## config.mk

```make
export PLATFORM = sky130hd
export DESIGN_NAME = matrix_chain_driver
export DESIGN_NICKNAME = d
export VERILOG_FILES = /design/src/rtl/matrix_chain_driver.sv
export SDC_FILE = /design/constraint.sdc
export NUM_CORES = 1
export LEC_CHECK = 0
export ABC_AREA = 0
export CORE_MARGIN = 3
export CORE_UTILIZATION = 30
export DETAILED_ROUTE_END_ITERATION = 10
export GPL_ROUTABILITY_DRIVEN = 1
export PLACE_DENSITY = 0.48
export SLEW_MARGIN = 40
export SYNTH_ARGS = -nofsm -noshare
export SYNTH_HDL_FRONTEND = slang
export SYNTH_SLANG_ARGS = --single-unit
```

## constraint.sdc

```tcl
create_clock -name clk -period 3.46 [get_ports clk]
set_input_delay 0.346 -clock clk [delete_from_list [all_inputs] [get_ports clk]]
set_output_delay 0.346 -clock clk [all_outputs]
set_load 0.005 [all_outputs]
```

## src/rtl/matrix_chain_driver.sv

```systemverilog
// Refresh engine for a cascade of MAX7219-compatible 8x8 matrix drivers.
// Define MATRIX_INTENSITY_PORT_EN to add a run-time intensity input.
module matrix_chain_driver #(
    parameter int         N_DEV     = 1,
    parameter int         CLK_DIV   = 4,
    parameter logic [3:0] INTENSITY = 4'h8,
    localparam int        AW        = (N_DEV * 8 > 8) ? $clog2(N_DEV * 8) : 3
) (
    input  logic          clk,
    input  logic          rst,
    input  logic          start,
    output logic          busy,
    output logic          done,
    input  logic          wr_en,
    input  logic [AW-1:0] wr_addr,
    input  logic [7:0]    wr_data,
`ifdef MATRIX_INTENSITY_PORT_EN
    input  logic [3:0]    intensity,
`endif
    output logic          sclk,
    output logic          cs_n,
    output logic          d
);

    typedef enum logic [1:0] {IDLE, LOAD, SHIFT, GAP} state_t;

    localparam int         FRAME_BITS = 16 * N_DEV;
    localparam logic [8:0] HALF_LAST  = 9'(CLK_DIV - 1);
    localparam logic [8:0] GAP_LAST   = 9'(2 * CLK_DIV - 1);
    localparam logic [7:0] BIT_LAST   = 8'(FRAME_BITS - 1);

    // Frame steps: 0..4 init, 5 refresh-time intensity, 6..13 rows 0..7.
    localparam logic [3:0] STEP_INIT_LAST = 4'd4;
    localparam logic [3:0] STEP_INT       = 4'd5;
    localparam logic [3:0] STEP_ROW0      = 4'd6;
    localparam logic [3:0] STEP_LAST      = 4'd13;
`ifdef MATRIX_INTENSITY_PORT_EN
    localparam logic [3:0] STEP_WARM      = STEP_INT;
`else
    localparam logic [3:0] STEP_WARM      = STEP_ROW0;
`endif

    state_t                  state;
    logic [8:0]              cnt;
    logic [7:0]              bit_cnt;
    logic [3:0]              step;
    logic                    init_done;
    logic [FRAME_BITS-1:0]   sr;
    logic [FRAME_BITS-1:0]   frame_word;
    logic [3:0]              next_step;
    logic [3:0]              int_q;
    logic [7:0]              fb [N_DEV*8];

`ifndef MATRIX_INTENSITY_PORT_EN
    assign int_q = INTENSITY;
`endif

    // NOTE: the frame buffer is plain storage with no reset, so it maps onto RAM.
    always_ff @(posedge clk) begin
        if (wr_en && int'(wr_addr) < N_DEV * 8)
            fb[wr_addr] <= wr_data;
    end

`ifdef MATRIX_INTENSITY_PORT_EN
    assign next_step = step + 4'd1;
`else
    assign next_step = (step == STEP_INIT_LAST) ? STEP_ROW0 : step + 4'd1;
`endif

    // Device N_DEV-1 occupies the MSBs so it leaves the shifter first.
    logic [2:0]    row;
    logic [AW-1:0] rd_addr;
    logic [15:0]   dev_word;

    // NOTE: every always_comb output gets a default first so no latch can form.
    always_comb begin
        frame_word = '0;
        row        = 3'(step - STEP_ROW0);
        rd_addr    = '0;
        dev_word   = '0;
        for (int dev = 0; dev < N_DEV; dev++) begin
            rd_addr = AW'(dev * 8) + AW'(row);
            case (step)
                4'd0:           dev_word = 16'h0F00;
                4'd1:           dev_word = 16'h0900;
                4'd2:           dev_word = 16'h0B07;
                4'd3, STEP_INT: dev_word = {8'h0A, 4'h0, int_q};
                4'd4:           dev_word = 16'h0C01;
                default:        dev_word = {4'h0, {1'b0, row} + 4'd1, fb[rd_addr]};
            endcase
            frame_word[dev*16 +: 16] = dev_word;
        end
    end

    always_ff @(posedge clk) begin
        if (rst) begin
            state     <= IDLE;
            sclk      <= 1'b0;
            cs_n      <= 1'b1;
            d         <= 1'b0;
            busy      <= 1'b0;
            done      <= 1'b0;
            init_done <= 1'b0;
            cnt       <= '0;
            bit_cnt   <= '0;
            step      <= '0;
            sr        <= '0;
`ifdef MATRIX_INTENSITY_PORT_EN
            int_q     <= INTENSITY;
`endif
        end else begin
            done <= 1'b0;
            case (state)
                IDLE: begin
                    if (start) begin
                        busy  <= 1'b1;
                        cs_n  <= 1'b0;
                        cnt   <= '0;
                        step  <= init_done ? STEP_WARM : 4'd0;
                        state <= LOAD;
`ifdef MATRIX_INTENSITY_PORT_EN
                        int_q <= intensity;
`endif
                    end
                end

                // LOAD doubles as the first clk of the first sclk-low half.
                LOAD, SHIFT: begin
                    if (state == LOAD) begin
                        sr      <= frame_word;
                        bit_cnt <= '0;
                        state   <= SHIFT;
                    end
                    if (cnt == HALF_LAST) begin
                        cnt <= '0;
                        if (!sclk) begin
                            sclk <= 1'b1;
                        end else begin
                            sclk <= 1'b0;
                            if (bit_cnt == BIT_LAST) begin
                                cs_n  <= 1'b1;
                                d     <= 1'b0;
                                state <= GAP;
                            end else begin
                                bit_cnt <= bit_cnt + 8'd1;
                                d       <= sr[FRAME_BITS-2];
                                sr      <= sr << 1;
                            end
                        end
                    end else begin
                        cnt <= cnt + 9'd1;
                    end
                end

                GAP: begin
                    if (cnt == GAP_LAST) begin
                        cnt <= '0;
                        if (step == STEP_INIT_LAST)
                            init_done <= 1'b1;
                        if (step == STEP_LAST) begin
                            busy  <= 1'b0;
                            done  <= 1'b1;
                            state <= IDLE;
                        end else begin
                            cs_n  <= 1'b0;
                            step  <= next_step;
                            state <= LOAD;
                        end
                    end else begin
                        cnt <= cnt + 9'd1;
                    end
                end

                default: state <= IDLE;
            endcase
        end
    end

endmodule

```

==> metrics.txt <==
ys flop type=edfxtp_1; layout cells sized above 1=13.50%; Reg clk slew, reported paths=70 ps; nature of the critical path startpoint=flop; post-CTS setup buffer count=0; Worst Hold Class=flop to flop; outcome=complete, no violations; Initial DRC Count=226; # diodes=0; Final Setup Violations=0; Max Slew Vio Count=0; Worst EP required=3660 ps; power per cell area=638.5 nW/um2; first-pass detailed-route iteration total=4; CTS buffer count=9; leakage power=0.001907 uW; first-pass GRT wire length=17950 um; Nets=475; ys async rst share=0%; DRC viols=0; die area=18430 um2; Area Overhead vs Synth=14.24%; fmax=0.3755 GHz; Die Wd=135.8 um; Final Non-Filler Cells=668; I/O pin total=20; Placeable Area=16170 um2; WS Path Type=flop to flop; die height=135.8 um; yosys warns=0; clock buffer depth=2; vias in the first global route=3324; Detail Route Antenna Nets=0; final worst path period need=2663 ps; hpwl dp=7332 um; starting density of the core=31.24%; post-synthesis sequential area ratio=55.47%; Setup TNS=0 ps; Post-Syn Nets=461; gpl congestion=0.7409; post-synth top area share=38.04%; Rel. slew slack=50.76%; crit-path max FO=19; crit-path cells=nor4_4 > and4_1 > nand2_2 > a21oi_1 > o21ai_0; Unique masters post-synth=61; Worst Path Buf+Inv=0; Max Cap Viol=0; TritonCTS clock tree=built; total congestion overflow=0; EDFF count, synth=64; area leader, netlist=edfxtp_1; final critical-path share of the clock period=76.96%; Syn Inst Count=434; initial antenna violation count=0; Synth Area per Inst=11.64 um2; largest net degree at the start of global routing=29; I/O Buffers=19; largest stage delay on the critical path=640 ps; CTS sink cnt=108; Total GRT Usage=12.44%; Via Count=3437; slowest cell on the critical path=a21oi_1; Critical Path AT=2860 ps; Worst path top cell family by delay=simple AND/OR/NAND/NOR gates; Peak VDD IR=0.2694 mV; final wirelength=10930 um; CTS Hold Bufs=0; DR WL/cell=16.36 um; Worst-Skew Late Latency=340 ps; Syn Std Cell Area=5052 um2; Fin. Hold Viols=0; row cnt=46; unrepaired setup endpoints after global routing=no; crit path capture type=flop; Worst-Margin Slew=738.6 ps; Synth area leaders=edfxtp_1, dfxtp_1, mux4_2; synthesized flop and latch total=108; post-CTS sizing=0; Setup Skew=5.569 ps; Max H-tree Level=3; placed insts=653; drt via density=5.145; Root Buffer=clkbuf_16
## cell type report
type,count,area (um2)
multi-input combinational,284,2088
sequential,108,2803
clock buffer,10,229.0
clock inverter,5,60.06
inverter,17,63.81
timing repair buffer,28,257.7
tap,216,270.3
fill,1598,10400
## power breakdown
part / internal, uW / total (uW) / switching (uW)
logic: 457 / 1140 / 679
clock network: 562 / 1010 / 450
registers: 1470 / 1540 / 68.2
total: 2490 / 3690 / 1200
## state kept, by name (all words and copies together) (netlist names)
register,flops
bit_cnt,8
cnt,9
cs_n,1
sr,15
step,4
init_done,1
busy,1
fb,64
sclk,1
d,1
state,2
done,1
## worst reg2reg max path, cell delays in order (launching register included)
cell	delay, ps
dfxtp_1	370
nor4_4	380
and4_1	570
nand2_2	360
a21oi_1	640
o21ai_0	190
## routing by layer
metal,routed length [um],up-vias,part of all wire [%],track usage [%]
li1,-,1681,-,-
met4,117,0,1.1,2.744
met2,5288,44,48,20.63
met5,0,-,0,0
met3,305,10,2.8,2.823
met1,5214,1702,48,16.71
## metrics by stage
step                      setup WS (ps)  total power, uW  hold WS, ps  cell area [um2]  utilization, %
after floorplan                   647.0             2400        444.9             5052               -
after global routing              564.0             3930        492.1             5772           35.69
final                             797.0             3685        461.0             5772           35.69
after global placement            912.5             2690        453.7             5468           33.81
after detailed placement          842.8             2701        451.4             5483           33.90
after CTS                         823.8             3717        460.9             5772           35.69
## path summary, 6_finish.rpt
path,startpoint,endpoint,slack (ps),cells after the start
max,cnt[4]$_SDFFE_PP0P_,bit_cnt[0]$_SDFFE_PP0N_,800,5
min,busy$_SDFFE_PP0P_,busy$_SDFFE_PP0P_,460,2
max reg2reg,cnt[4]$_SDFFE_PP0P_,bit_cnt[0]$_SDFFE_PP0N_,800,5
min reg2reg,busy$_SDFFE_PP0P_,busy$_SDFFE_PP0P_,460,2
## synthesized netlist by cell type (2+ instances only)
cell type and n:
edfxtp_1 64, dfxtp_1 44, nand2_1 44, nor2_1 34, a21oi_1 19, nand3_1 19
clkbuf_1 16, mux4_2 16, inv_1 15, ha_1 12, mux2i_1 12, nor3_1 11
nand2b_1 10, o21ai_0 10, o22ai_1 7, a311oi_1 6, buf_2 6, nand3b_1 6
o211ai_1 6, o32ai_1 6, a31oi_1 5, o31ai_1 5, a221oi_1 4, a211oi_1 3
and3_1 3, or2_2 3, or4_1 3, a22o_1 2, a22oi_1 2, and4_1 2
mux2_2 2, nand4_1 2, nor2b_1 2, o21a_1 2, o221a_2 2, o311a_1 2
or3_1 2, xnor2_1 2
## layout by cell type (no fill, tap or decap), types with 11 or more instances in the layout
cell             netlist  routed
nand2_1               44      44
clkdlybuf4s50_1        0      19
nand3_1               19      19
mux4_2                16      16
mux2i_1               12      12
ha_1                  12      12
edfxtp_1              64      64
a21oi_1               19      19
nor3_1                11      11
inv_1                 15      15
nor2_1                34      28
dfxtp_1               44      44
## logic make-up after synthesis
kind of cell / count (synthesis) / share of synthesized area (%)
simple gates: 149 / 14.81
flops: 108 / 55.47
compound gates: 91 / 12.95
buf+inv: 42 / 3.492
mux: 30 / 9.956
fa+ha+maj: 12 / 2.972
xor+xnor: 2 / 0.3468
Power figures use the tool's default switching activity.
